[config.mk]
export PLATFORM = sky130hd
export DESIGN_NAME = lpc_i2s_tx_flat
export DESIGN_NICKNAME = d
export VERILOG_FILES = /design/src/rtl/lpc_pkg.sv /design/src/rtl/lpc_i2s_tx_if.sv /design/src/rtl/lpc_i2s_tx_fifo.sv /design/src/rtl/lpc_i2s_tx.sv /design/src/flat_wrapper.sv
export SDC_FILE = /design/constraint.sdc
export NUM_CORES = 1
export LEC_CHECK = 0
export CORE_MARGIN = 2
export CORE_UTILIZATION = 30
export CTS_CLUSTER_SIZE = 20
export DETAILED_ROUTE_END_ITERATION = 12
export GPL_TIMING_DRIVEN = 0
export PLACE_DENSITY_LB_ADDON = 0.08
export RECOVER_POWER = 100
export SKIP_LAST_GASP = 1
export SLEW_MARGIN = 20
export SYNTH_ARGS = -nofsm -noshare
export SYNTH_HDL_FRONTEND = slang
export SYNTH_HIERARCHICAL = 1
export SYNTH_SLANG_ARGS = --single-unit
[constraint.sdc]
create_clock -name clk -period 5.65 [get_ports clk]
set_clock_uncertainty 0.1 [all_clocks]
set_input_delay 0.565 -clock clk [delete_from_list [all_inputs] [get_ports clk]]
set_output_delay 0.565 -clock clk [all_outputs]
set_load 0.02 [all_outputs]
[src/rtl/lpc_pkg.sv]
// lpc_pkg: shared constants and types for the LPC speech I2S transmitter.
//   SAMPLE_W        sample width (mono speech word)
//   I2S_SLOTS       bclk slots per stereo frame
//   *_SLOT          frame slot boundaries used by the serializer
//   slot_bit()      which bit of the frame register is driven in a given slot
package lpc_pkg;

  localparam int unsigned SAMPLE_W  = 16;
  localparam int unsigned I2S_SLOTS = 32;
  localparam int unsigned SLOT_W    = $clog2(I2S_SLOTS);
  localparam int unsigned BIDX_W    = $clog2(SAMPLE_W);

  typedef logic [SAMPLE_W-1:0] sample_t;
  typedef logic [SLOT_W-1:0]   slot_t;
  typedef logic [BIDX_W-1:0]   bit_idx_t;

  localparam slot_t LEFT_FIRST_SLOT  = slot_t'(1);
  localparam slot_t RIGHT_FIRST_SLOT = slot_t'(17);
  localparam slot_t LRCLK_RISE_SLOT  = slot_t'(16);

  typedef enum logic {
    CH_LEFT  = 1'b0,
    CH_RIGHT = 1'b1
  } chan_e;

  // Slot 0 carries bit 0 of the frame still held in the register (the
  // previous frame's right-channel LSB, I2S one-bclk delay).
  function automatic bit_idx_t slot_bit(input slot_t s);
    if (s >= RIGHT_FIRST_SLOT) begin
      return bit_idx_t'(I2S_SLOTS - int'(s));
    end else if (s >= LEFT_FIRST_SLOT) begin
      return bit_idx_t'(SAMPLE_W - int'(s));
    end else begin
      return '0;
    end
  endfunction

endpackage

[src/rtl/lpc_i2s_tx_if.sv]
// lpc_i2s_tx_if: decoder-sample input and I2S output bundle.
//   v, synth        sample strobe and signed sample from the decoder
//   bclk/lrclk/sdata I2S outputs
//   level           FIFO occupancy (DEPTH must match the transmitter's)
//   overflow/underrun one-clk status pulses
// master = decoder/bench side, slave = lpc_i2s_tx.
interface lpc_i2s_tx_if
  import lpc_pkg::*;
#(
  parameter int unsigned DEPTH = 8
) ();
  logic                   v;
  sample_t                synth;
  logic                   bclk;
  logic                   lrclk;
  logic                   sdata;
  logic [$clog2(DEPTH):0] level;
  logic                   overflow;
  logic                   underrun;

  modport master (output v, synth,
                  input  bclk, lrclk, sdata, level, overflow, underrun);
  modport slave  (input  v, synth,
                  output bclk, lrclk, sdata, level, overflow, underrun);
endinterface

[src/rtl/lpc_i2s_tx_fifo.sv]
// sample_fifo: DEPTH-word synchronous FIFO for speech samples.
//   push/din   write (caller must not push when full unless popping too)
//   pop/dout   read; dout shows the head word combinationally
//   full/empty occupancy flags, level registered occupancy 0..DEPTH
module sample_fifo
  import lpc_pkg::*;
#(
  parameter int unsigned DEPTH = 8,
  localparam int unsigned AW = $clog2(DEPTH)
) (
  input  logic          clk,
  input  logic          rst_n,
  input  logic          push,
  input  logic          pop,
  input  sample_t       din,
  output sample_t       dout,
  output logic          full,
  output logic          empty,
  output logic [AW:0]   level
);

  logic [AW-1:0] wr_q, wr_d, rd_q, rd_d;
  logic [AW:0]   cnt_q, cnt_d;
  sample_t       mem_q [DEPTH];
  sample_t       mem_d [DEPTH];

  always_comb begin
    mem_d = mem_q;
    wr_d  = wr_q;
    rd_d  = rd_q;
    cnt_d = cnt_q;
    if (push) begin
      mem_d[wr_q] = din;
      wr_d        = wr_q + 1'b1;
    end
    if (pop) begin
      rd_d = rd_q + 1'b1;
    end
    unique case ({push, pop})
      2'b10:   cnt_d = cnt_q + 1'b1;
      2'b01:   cnt_d = cnt_q - 1'b1;
      default: cnt_d = cnt_q;
    endcase
  end

  always_ff @(posedge clk or negedge rst_n) begin
    if (!rst_n) begin
      wr_q  <= '0;
      rd_q  <= '0;
      cnt_q <= '0;
    end else begin
      wr_q  <= wr_d;
      rd_q  <= rd_d;
      cnt_q <= cnt_d;
    end
  end

  // Storage is not reset; the pointers alone define what is valid.
  always_ff @(posedge clk) begin
    mem_q <= mem_d;
  end

  assign dout  = mem_q[rd_q];
  assign full  = (cnt_q == (AW+1)'(DEPTH));
  assign empty = (cnt_q == '0);
  assign level = cnt_q;

endmodule

[src/rtl/lpc_i2s_tx.sv]
// lpc_i2s_tx: buffers decoded speech samples and streams them as mono
// (same word on both channels) 16-bit I2S, 32 bclk slots per frame.
//   clk       sole clock
//   rst       asynchronous active-low reset
//   bus       lpc_i2s_tx_if.slave: v/synth in; bclk, lrclk, sdata, level,
//             overflow, underrun out
// Parameters: DEPTH FIFO words (power of two, >=2), BCLK_DIV clk cycles per
// bclk half-period (>=1).
module lpc_i2s_tx
  import lpc_pkg::*;
#(
  parameter int unsigned DEPTH    = 8,
  parameter int unsigned BCLK_DIV = 4
) (
  input  logic          clk,
  input  logic          rst,
  lpc_i2s_tx_if.slave   bus
);

  localparam int unsigned DIV_W = (BCLK_DIV > 1) ? $clog2(BCLK_DIV) : 1;
  localparam int unsigned LVL_W = $clog2(DEPTH) + 1;

  logic [DIV_W-1:0] div_q, div_d;
  logic             bclk_q, bclk_d;
  slot_t            slot_q, slot_d, slot_nxt;
  chan_e            chan_q, chan_d;
  logic             sdata_q, sdata_d;
  sample_t          frame_q, frame_d;
  logic             over_q, over_d;
  logic             under_q, under_d;

  logic             tick, fall, frame_start;
  logic             fifo_push, fifo_pop, fifo_full, fifo_empty;
  sample_t          fifo_dout;
  logic [LVL_W-1:0] fifo_level;

  sample_fifo #(.DEPTH(DEPTH)) u_fifo (
    .clk   (clk),
    .rst_n (rst),
    .push  (fifo_push),
    .pop   (fifo_pop),
    .din   (bus.synth),
    .dout  (fifo_dout),
    .full  (fifo_full),
    .empty (fifo_empty),
    .level (fifo_level)
  );

  assign slot_nxt = slot_q + 1'b1;

  always_comb begin
    div_d   = div_q;
    bclk_d  = bclk_q;
    slot_d  = slot_q;
    chan_d  = chan_q;
    sdata_d = sdata_q;
    frame_d = frame_q;
    under_d = 1'b0;

    tick        = (div_q == DIV_W'(BCLK_DIV - 1));
    fall        = tick && bclk_q;
    frame_start = fall && (slot_nxt == '0);

    // A full FIFO still accepts the sample when the frame pop frees a word
    // in the same cycle.
    fifo_pop  = frame_start && !fifo_empty;
    fifo_push = bus.v && (!fifo_full || fifo_pop);
    over_d    = bus.v && fifo_full && !fifo_pop;

    if (tick) begin
      div_d  = '0;
      bclk_d = ~bclk_q;
    end else begin
      div_d = div_q + 1'b1;
    end

    // Outputs move only on the bclk falling edge; slot 0 still reads the
    // old frame register before it is reloaded.
    if (fall) begin
      slot_d  = slot_nxt;
      chan_d  = (slot_nxt >= LRCLK_RISE_SLOT) ? CH_RIGHT : CH_LEFT;
      sdata_d = frame_q[slot_bit(slot_nxt)];
    end

    if (frame_start) begin
      if (fifo_empty) begin
        frame_d = '0;
        under_d = 1'b1;
      end else begin
        frame_d = fifo_dout;
      end
    end
  end

  always_ff @(posedge clk or negedge rst) begin
    if (!rst) begin
      div_q   <= '0;
      bclk_q  <= 1'b0;
      slot_q  <= '1;
      chan_q  <= CH_LEFT;
      sdata_q <= 1'b0;
      frame_q <= '0;
      over_q  <= 1'b0;
      under_q <= 1'b0;
    end else begin
      div_q   <= div_d;
      bclk_q  <= bclk_d;
      slot_q  <= slot_d;
      chan_q  <= chan_d;
      sdata_q <= sdata_d;
      frame_q <= frame_d;
      over_q  <= over_d;
      under_q <= under_d;
    end
  end

  assign bus.bclk     = bclk_q;
  assign bus.lrclk    = chan_q;
  assign bus.sdata    = sdata_q;
  assign bus.level    = fifo_level;
  assign bus.overflow = over_q;
  assign bus.underrun = under_q;

endmodule

[src/flat_wrapper.sv]
// flat-port wrapper written by rule: the top's interface ports become plain ports
module lpc_i2s_tx_flat import lpc_pkg::*;
#(
  parameter int unsigned DEPTH    = 8,
  parameter int unsigned BCLK_DIV = 4
)
  (clk, rst, bus_v, bus_synth, bus_bclk, bus_lrclk, bus_sdata, bus_level, bus_overflow, bus_underrun);
  lpc_i2s_tx_if #(.DEPTH(DEPTH)) bus_i ();
  input  logic clk;
  input  logic rst;
  input wire logic [$bits(bus_i.v)-1:0] bus_v;
  input wire logic [$bits(bus_i.synth)-1:0] bus_synth;
  output wire logic [$bits(bus_i.bclk)-1:0] bus_bclk;
  output wire logic [$bits(bus_i.lrclk)-1:0] bus_lrclk;
  output wire logic [$bits(bus_i.sdata)-1:0] bus_sdata;
  output wire logic [$bits(bus_i.level)-1:0] bus_level;
  output wire logic [$bits(bus_i.overflow)-1:0] bus_overflow;
  output wire logic [$bits(bus_i.underrun)-1:0] bus_underrun;
  assign bus_i.v = bus_v;
  assign bus_i.synth = bus_synth;
  assign bus_bclk = bus_i.bclk;
  assign bus_lrclk = bus_i.lrclk;
  assign bus_sdata = bus_i.sdata;
  assign bus_level = bus_i.level;
  assign bus_overflow = bus_i.overflow;
  assign bus_underrun = bus_i.underrun;
  lpc_i2s_tx #(.DEPTH(DEPTH), .BCLK_DIV(BCLK_DIV)) u_core (.clk(clk), .rst(rst), .bus(bus_i));
endmodule
==> results of run 1 <==
==> power by group through the flow <==
stage | Combinational (mW) | Sequential (mW) | Clock, mW
after CTS | 0.409 | 1.55 | 1.14
final | 0.378 | 1.55 | 1.11
after global routing | 0.418 | 1.57 | 1.20
after global placement | 0.364 | 1.57 | 0
after floorplan | 0.196 | 1.58 | 0
after detailed placement | 0.407 | 1.58 | 0
==> cell type report <==
class / instances / share of cell area, %
repair buffers: 33 / 3.579
plain buffers: 20 / 1.835
inverters: 6 / 0.2753
flip-flops and latches: 166 / 58.68
well taps: 285 / 4.358
multi-input cells: 200 / 24.45
clock buffers: 18 / 5.245
clock inverters: 11 / 1.575
==> through the flow <==
stage / setup WS, ns / total power [mW] / hold slack, ns
final: 1.595 / 3.032 / 0.3243
after global placement: 0.6649 / 1.939 / 0.3129
after floorplan: 2.414 / 1.775 / 0.1694
after detailed placement: 2.359 / 1.985 / 0.3232
after global routing: 1.152 / 3.188 / 0.3492
after CTS: 2.351 / 3.106 / 0.3290
==> layer usage <==
layer  vias to the layer above  GRT usage, %  wire (um)
li1                       1630             -          -
met2                        35         20.88       7034
met3                        17         3.167        274
met4                         0         3.888        192
met1                      1826         16.66       6653
met5                         -             0          0
==> worst max-delay path, stage by stage, from the launching register on <==
cell	delay, ns
dfstp_1	0.68
ha_1	0.38
nand4_1	0.35
o21ai_0	0.35
and2_0	0.39
nand2b_1	0.29
nor3_1	0.63
clkbuf_1	0.51
==> sequential cells by signal (all words and copies together), names as in the netlist, 2 cells and up <==
register	flops
u_core/div_q	2
u_core/u_fifo/mem_q	128
u_core/u_fifo/rd_q	3
u_core/u_fifo/level	4
u_core/frame_q	16
u_core/slot_q	5
u_core/u_fifo/wr_q	3
==> synthesized netlist by cell type (3+ instances only) <==
master	count	area, um2
clkbuf_1	4	15.01
a31oi_1	4	25.02
mux4_2	10	225.2
buf_4	3	22.52
buf_12	3	60.06
nand2_1	45	168.9
nor2_1	15	56.30
xor2_1	10	87.58
ha_1	8	100.1
xnor2_1	5	43.79
dfstp_2	5	131.4
buf_2	8	40.04
edfxtp_1	128	3844
inv_1	5	18.77
mux2_2	19	214.0
dfrtp_1	33	825.8
nand2b_1	5	31.28
o21ai_0	8	40.04
mux4_1	24	630.6
mux2i_1	4	40.04
o21ai_1	14	70.07
==> cells by family (layout without fill, tap and decap cells) <==
logic type	count (synthesis)	in the layout	synth area share (%)
flip-flops	166	166	69.12
AND/OR/NAND/NOR	82	82	5.657
multiplexers	57	57	15.98
AO/OA/AOI/OAI	38	38	3.279
buffers and inverters	26	88	2.630
XOR/XNOR	15	15	1.891
adder cells (fa/ha/maj)	8	8	1.441
==> final timing paths <==
| kind | startpoint | to | slack (ns) | depth (start not counted) |
|---|---|---|---|---|
| worst max-delay path | u_core/slot_q[0] | u_core/u_fifo/mem_q[119] | 1.60 | 7 |
| worst min-delay path | u_core/div_q[0] | u_core/div_q[0] | 0.32 | 1 |
| worst max register to register | u_core/slot_q[0] | u_core/u_fifo/mem_q[119] | 1.60 | 7 |
| worst min register to register | u_core/div_q[0] | u_core/div_q[0] | 0.32 | 1 |
| max in group asynchronous | rst | u_core/bus.sdata | 2.93 | 3 |
| min in group asynchronous | rst | u_core/u_fifo/wr_q[0] | 0.53 | 2 |
==> results_dict.tcl, run 1 <==
set metrics [dict create \
    nFillCells 2153 \
    grt_overflow 0 \
    n_antenna_cell 0 \
    swShare_pct 25.20 \
    fin_tns_setup_ns 0 \
    multi_input_area_um2 2001 \
    ys_seq_area_share_pct 69.12 \
    ios 28 \
    powerDensity_nw_per_um2 370.6 \
    p_switching_mw 0.7641 \
    synth_warnings 6 \
    firstDrtPassIters 4 \
    clk_path_buf_depth 2 \
    viasPerCell 4.747 \
    numClockSinks 166 \
    cts_buffers 17 \
    final_cell_mix "edfxtp_1 (128), nand2_1 (45), dfrtp_1 (33), dlygate4sd3_1 (26), mux4_1 (24)" \
    initial_utilization_pct 30.58 \
    path_class "register to register" \
    min_period_ns 4.055 \
    hold_class "register to register" \
    seq_area_um2 4801 \
    crit_fanout 8 \
    pwr-share-comb_pct 12.5 \
    routed_wl_mm 14.15 \
    p_clk_share_pct 36.5 \
    syn_nets 419 \
    worstMarginPinSlew_ns 1.734 \
    core_area_um2 22710 \
    dp_hpwl_mm 9.098 \
    cts_tree "done" \
    antenna_found_initial 0 \
    fmax_mhz 246.6 \
    htree_levels 4 \
    grtUsageTotal_pct 12.71 \
    report.final.slew_viol_count 31 \
    cp_data_arrival_time_ns 4.01 \
    wire_per_inst_um 19.15 \
    die_h_um 156.2 \
    synthToLayoutAreaGrowth_pct 17.80 \
    cts.hold.buffers_added 1 \
    route.detailed.drc 0 \
    place_area_um2 7672 \
    cp_data_required_time_ns 5.60 \
    via_count 3508 \
    clk_pin_slew_ns 0.06 \
    synth_edf_count 128 \
    ys_seq_elements 166 \
    grt_pass1_vias 3636 \
    die_w_um 156.2 \
    internal_power_mw 2.268 \
    setup_viol 0 \
    post_cts_buffers 0 \
    instances_no_fill 739 \
    final_cell_area_um2 8182 \
    io_buffers 27 \
    status "finished, violations left" \
    violations "max-capacitance violations, max-slew violations" \
    irDropWorstVdd_mv 0.1849 \
    rsz0062_at_grt "no" \
    maxCapViolations 1 \
    p_leak_nw 2.864 \
    antenna_left 0 \
    fin_crit_sh_pct 71.76 \
    cts.repair.resized 0 \
    seq_power_share_pct 51.1 \
    cts-root-buf "clkbuf_16" \
    async_flop_share_pct 22.89 \
    syn-cell-area_um2 6945 \
    clock_latency_ns 0.42 \
    syn_inst 392 \
    dp.cells 709 \
    final_common_cell "edfxtp_1" \
    drive_above_1_share_pct 17.62 \
    place.gp.congestion 0.6735 \
    slew_headroom_pct -15.60 \
    start_kind "register" \
    postSynthAreaPerCell_um2 17.72 \
    dieArea_um2 24380 \
    rows 55 \
    ys_types 47 \
    first_iter_violations 164 \
    hold_violations 0 \
    nets 471 \
    grt_max_degree 31 \
    final_util_pct 36.03 \
    cp-end-kind "register" \
    grt_pass1_wl_mm 22.36 \
    ys.flop_type "edfxtp_1" \
]
(Power assumes the default switching activity.)
==> run 2: changes to the inputs <==
==> constraint.sdc (replaced) <==
create_clock -name clk -period 3.6 [get_ports clk]
set_clock_uncertainty 0.1 [all_clocks]
set_input_delay 0.36 -clock clk [delete_from_list [all_inputs] [get_ports clk]]
set_output_delay 0.36 -clock clk [all_outputs]
set_load 0.02 [all_outputs]
==> results_dict.tcl, run 2 (same netlist as run 1, synthesis figures left out) <==
set metrics [dict create \
    swShare_pct 25.31 \
    r2r-end "u_core/u_fifo/level[2]" \
    slew_headroom_pct -15.58 \
    die_h_um 156.2 \
    rows 55 \
    routed_wl_mm 14.19 \
    final_common_cell "edfxtp_1" \
    cp_data_required_time_ns 3.80 \
    hold_violations 0 \
    p_switching_mw 1.207 \
    maxCapViolations 1 \
    cts_buffers 17 \
    rr_worst_depth 11 \
    clk_path_buf_depth 2 \
    wire_per_inst_um 19.20 \
    first_iter_violations 174 \
    start_kind "register" \
    numClockSinks 166 \
    synthToLayoutAreaGrowth_pct 18.12 \
    io_buffers 27 \
    fmax_mhz 304.7 \
    initial_utilization_pct 30.58 \
    place_area_um2 7672 \
    clock_latency_ns 0.42 \
    dp_hpwl_mm 9.098 \
    hold_class "input pin to async pin" \
    via_count 3514 \
    ios 28 \
    cp-end-kind "register" \
    worstMarginPinSlew_ns 1.734 \
    holdWs_ns 0.3234 \
    clk_pin_slew_ns 0.06 \
    regMostFlops "u_core/u_fifo/mem_q" \
    p_leak_nw 2.875 \
    final_cell_mix "edfxtp_1 (128), nand2_1 (45), dfrtp_1 (33), dlygate4sd3_1 (26), mux4_1 (24)" \
    p_clk_share_pct 36.4 \
    multi_input_area_um2 2017 \
    nFillCells 2149 \
    rsz0062_at_grt "no" \
    largest_reg_flops 128 \
    path_cells "ha_1 > nand4_2 > clkbuf_1 > nor2_1 > ha_1 > xor2_1 > ha_1 > a21oi_1 > xor2_1 > nor2_1 > xor2_1" \
    die_w_um 156.2 \
    cts_tree "done" \
    reg_top3 "u_core/u_fifo/mem_q (128), u_core/frame_q (16), u_core/slot_q (5)" \
    cts-root-buf "clkbuf_16" \
    seq_power_share_pct 51.0 \
    powerDensity_nw_per_um2 581.4 \
    htree_levels 4 \
    grt_max_degree 31 \
    grt_pass1_vias 3636 \
    report.final.slew_viol_count 31 \
    dieArea_um2 24380 \
    cts.repair.resized 0 \
    n_antenna_cell 0 \
    seq_area_um2 4801 \
    grt_pass1_wl_mm 22.36 \
    rrSetupSlack_ns 0.32 \
    status "finished, violations left" \
    reg2reg_from "u_core/slot_q[0]" \
    drive_above_1_share_pct 17.18 \
    core_area_um2 22710 \
    crit_fanout 10 \
    route.detailed.drc 0 \
    cp_data_arrival_time_ns 3.48 \
    instances_no_fill 739 \
    grtUsageTotal_pct 12.71 \
    antenna_left 0 \
    min_period_ns 3.282 \
    path_delay_family "adder cells" \
    pwr-share-comb_pct 12.5 \
    grt_overflow 0 \
    setup_viol 0 \
    dp.cells 709 \
    firstDrtPassIters 4 \
    final_cell_area_um2 8204 \
    violations "max-capacitance violations, max-slew violations" \
    path_class "register to register" \
    internal_power_mw 3.562 \
    viasPerCell 4.755 \
    nets 471 \
    place.gp.congestion 0.6735 \
    cpPeakStageDelay_ns 0.62 \
    fin_crit_sh_pct 91.17 \
    path_buf_inv 1 \
    antenna_found_initial 0 \
    slowest_stage "dfstp_2" \
    fin_tns_setup_ns 0 \
    irDropWorstVdd_mv 0.2904 \
]
==> run 2: cell counts in the layout (fill, tap and decap cells not counted) <==
Identical to the previous run, type by type.
==> run 2: cell type report <==
cell class,instances,share of cell area (%)
Buffer,20,1.815
Clock buffer,18,5.231
Clock inverter,11,1.571
Inverter,6,0.2745
Multi-Input combinational cell,200,24.58
Sequential cell,166,58.52
Tap cell,285,4.346
Timing Repair Buffer,33,3.660
==> run 2: per-stage QoR <==
| stage | utilization [%] | setup WS [ns] | total power [mW] |
|---|---|---|---|
| after floorplan | - | 0.3641 | 2.786 |
| after global placement | 33.34 | -1.385 | 3.043 |
| after detailed placement | 33.79 | 0.3085 | 3.116 |
| after CTS | 36.29 | 0.3013 | 4.875 |
| after global routing | 36.13 | 0.03629 | 5.013 |
| final | 36.13 | 0.3178 | 4.770 |
==> run 2: worst max path at each step <==
stage | from | cells after the start | slack [ns] | end
after detailed placement | u_core/slot_q[0] | 10 | 0.31 | u_core/u_fifo/level[3]
after global placement | u_core/slot_q[0] | 6 | -1.39 | u_core/u_fifo/mem_q[83]
after CTS | u_core/slot_q[0] | 10 | 0.30 | u_core/u_fifo/level[3]
after floorplan | u_core/slot_q[0] | 6 | 0.36 | u_core/u_fifo/mem_q[80]
final | u_core/slot_q[0] | 11 | 0.32 | u_core/u_fifo/level[2]
after global routing | u_core/slot_q[0] | 11 | 0.04 | u_core/u_fifo/level[2]
==> run 2: routing by layer <==
metal	GRT usage [%]	up-vias	share of wire [%]
met2	20.88	32	49
li1	-	1628	-
met1	16.66	1839	47
met5	0	-	0
met4	3.888	0	1.3
met3	3.167	15	1.9
==> run 2: timing repair <==
| item | 4_1_cts | 5_1_grt |
|---|---|---|
| setup buffers | 0 | 0 |
| endpoints found under the setup margin | 0 | 0 |
| hold buffers | 1 | 0 |
| endpoints found under the hold margin | 33 | 0 |
==> run 2: power groups by stage <==
stage / Sequential (mW) / Combinational (mW) / Clock, mW
5_1_grt: 2.46 / 0.662 / 1.89
6_report: 2.43 / 0.597 / 1.74
2_1_floorplan: 2.48 / 0.308 / 0
3_3_place_gp: 2.47 / 0.572 / 0
3_5_place_dp: 2.48 / 0.638 / 0
4_1_cts: 2.44 / 0.642 / 1.79
==> run 3: changes to the inputs <==
--- a/config.mk
+++ b/config.mk
@@ -7,14 +7,14 @@
 export LEC_CHECK = 0
 export CORE_MARGIN = 2
 export CORE_UTILIZATION = 30
+export CTS_BUF_LIST = sky130_fd_sc_hd__clkbuf_16
 export CTS_CLUSTER_SIZE = 20
 export DETAILED_ROUTE_END_ITERATION = 12
 export GPL_TIMING_DRIVEN = 0
-export PLACE_DENSITY_LB_ADDON = 0.08
+export PLACE_DENSITY_LB_ADDON = 0.05
 export RECOVER_POWER = 100
 export SKIP_LAST_GASP = 1
 export SLEW_MARGIN = 20
 export SYNTH_ARGS = -nofsm -noshare
 export SYNTH_HDL_FRONTEND = slang
-export SYNTH_HIERARCHICAL = 1
 export SYNTH_SLANG_ARGS = --single-unit
==> results_dict.tcl, run 3 <==
set metrics [dict create \
    synthToLayoutAreaGrowth_pct 19.60 \
    yosysTopAreaCellShare_pct 56.52 \
    cp_common_cell "buf_6" \
    core_area_um2 22430 \
    post-synth-top-area-cell "edfxtp_1" \
    dieArea_um2 23890 \
    clk_path_buf_depth 2 \
    ys_top_cells_by_area "edfxtp_1 (57%), dfrtp_1 (12%), mux4_2 (12%), mux2i_1 (2.6%), dfstp_2 (1.9%)" \
    cts.hold.buffers_added 1 \
    synthTopCellsByCount "edfxtp_1 (128), mux4_2 (36), dfrtp_1 (33)" \
    worstMarginPinSlew_ns 1.168 \
    io_buffers 27 \
    grt_pass1_wl_mm 22.36 \
    reg_top3 "u_core.u_fifo.mem_q (128), u_core.frame_q (16), u_core.slot_q (5)" \
    pwr-share-comb_pct 12.7 \
    grt_overflow 0 \
    syn_nets 404 \
    status "finished, final reports clean" \
    seq_area_um2 4801 \
    cp_data_arrival_time_ns 3.33 \
    die_h_um 154.6 \
    ys.flop_type "edfxtp_1" \
    die_w_um 154.6 \
    start_kind "register" \
    hold_depth 1 \
    yosysMostFrequentCell "edfxtp_1" \
    htree_levels 4 \
    ys_seq_elements 166 \
    fin_tns_setup_ns 0 \
    viasPerCell 4.703 \
    dp_hpwl_mm 10.07 \
    p_total_mw 4.789 \
    rows 55 \
    cts_buffers 17 \
    ios 28 \
    swShare_pct 26.09 \
    nets 464 \
    final_cell_mix "edfxtp_1 (128), mux4_2 (36), dfrtp_1 (33), nand2_1 (29), dlygate4sd3_1 (26)" \
    path_buf_inv 5 \
    rr_worst_depth 10 \
    hold_end "u_core.div_q[0]" \
    synth_warnings 0 \
    firstDrtPassIters 4 \
    powerDensity_nw_per_um2 588.9 \
    path_cells "buf_2 > nand4_1 > a21oi_2 > o2111ai_2 > buf_6 > a31oi_4 > inv_4 > nor3_2 > buf_6 > clkbuf_2" \
    setup_viol 0 \
    p_leak_nw 2.776 \
    ys_types 44 \
    hold_violations 0 \
    route.detailed.drc 0 \
    syn-cell-area_um2 6800 \
    drive_above_1_share_pct 24.28 \
    clock_latency_ns 0.42 \
    rrSetupSlack_ns 0.26 \
    n_antenna_cell 0 \
    r2r-end "u_core.u_fifo.mem_q[36]" \
    cpPeakStageDelay_ns 0.56 \
    slowest_stage "dfstp_2" \
    p_switching_mw 1.250 \
    maxCapViolations 0 \
    initial_utilization_pct 30.31 \
    synth_edf_count 128 \
    post_cts_buffers 0 \
    grtUsageTotal_pct 12.98 \
    min_from "u_core.div_q[0]" \
    seq_power_share_pct 50.7 \
    antenna_left 0 \
    path_class "register to register" \
    grt_pass1_vias 3490 \
    numClockSinks 166 \
    cp_data_required_time_ns 3.60 \
    nFillCells 2124 \
    ys_seq_area_share_pct 70.60 \
    fin_crit_sh_pct 92.65 \
    min_period_ns 3.336 \
    path_delay_family "buffers and inverters" \
    slew_headroom_pct 22.14 \
    fmax_mhz 299.8 \
    grt_max_degree 23 \
    first_iter_violations 164 \
    regMostFlops "u_core.u_fifo.mem_q" \
    holdWs_ns 0.3281 \
    antenna_found_initial 0 \
    syn_inst 376 \
    cp-end-kind "register" \
    p_clk_share_pct 36.6 \
    wire_per_inst_um 19.78 \
    place_area_um2 7629 \
    rsz0062_at_grt "no" \
    crit_fanout 10 \
    clk_pin_slew_ns 0.07 \
    final_cell_area_um2 8133 \
    postSynthAreaPerCell_um2 18.09 \
    cts-root-buf "clkbuf_16" \
    cts.repair.resized 0 \
    cts_tree "done" \
    final_common_cell "edfxtp_1" \
    internal_power_mw 3.540 \
    place.gp.congestion 0.6763 \
    multi_input_area_um2 1899 \
    report.final.slew_viol_count 0 \
    via_count 3452 \
    routed_wl_mm 14.52 \
    reg2reg_from "u_core.slot_q[0]" \
    async_flop_share_pct 22.89 \
    largest_reg_flops 128 \
    hold_class "register to register" \
    irDropWorstVdd_mv 0.2037 \
]
run 3: worst max path at each step:
stage          cells past startpoint  slack, ns                 endpoint             start
2_1_floorplan                      8       0.17  u_core.u_fifo.mem_q[80]  u_core.slot_q[0]
3_3_place_gp                       8      -1.59  u_core.u_fifo.mem_q[91]  u_core.slot_q[0]
3_5_place_dp                       9       0.17  u_core.u_fifo.mem_q[75]  u_core.slot_q[0]
4_1_cts                            9       0.17  u_core.u_fifo.mem_q[78]  u_core.slot_q[0]
5_1_grt                           10       0.03  u_core.u_fifo.mem_q[36]  u_core.slot_q[0]
6_report                          10       0.26  u_core.u_fifo.mem_q[36]  u_core.slot_q[0]
run 3: cell type report:
| class | instances | share of cell area (%) |
|---|---|---|
| Clock inverter | 15 | 1.754 |
| Buffer | 22 | 1.292 |
| Tap cell | 285 | 4.385 |
| Multi-Input combinational cell | 183 | 23.35 |
| Clock buffer | 17 | 5.231 |
| Timing Repair Buffer | 41 | 4.692 |
| Sequential cell | 166 | 59.03 |
| Inverter | 5 | 0.2615 |
run 3: power by group through the flow:
stage	combinational [mW]	clock, mW	sequential [mW]
2_1_floorplan	0.301	0	2.48
3_3_place_gp	0.561	0	2.47
3_5_place_dp	0.674	0	2.48
4_1_cts	0.675	1.81	2.44
5_1_grt	0.668	1.90	2.45
6_report	0.608	1.75	2.43
run 3: stage by stage:
stage / utilization [%] / instances / worst slack (ns)
finish: 36.25 / 734 / 0.2645
global route: 36.25 / 734 / 0.02962
CTS: 36.58 / 734 / 0.1676
detailed placement: 34.00 / 701 / 0.1743
global placement: 33.13 / 688 / -1.590
floorplan: - / 376 / 0.1711
run 3: kinds of logic after synthesis:
logic type	Yosys count	share of synthesized area (%)
fa+ha+maj	9	1.656
flops	166	70.60
compound gates	31	3.165
mux	58	15.23
buf+inv	27	1.895
xor+xnor	18	2.318
simple gates	67	5.133
run 3: per-layer routing:
| layer | part of all wire [%] | wire [um] | GRT usage (%) |
|---|---|---|---|
| met1 | 47 | 6830 | 17.43 |
| met2 | 49 | 7160 | 21.17 |
| met3 | 3.0 | 439 | 3.138 |
| met4 | 0.63 | 91 | 3.571 |
| met5 | 0 | 0 | 0 |
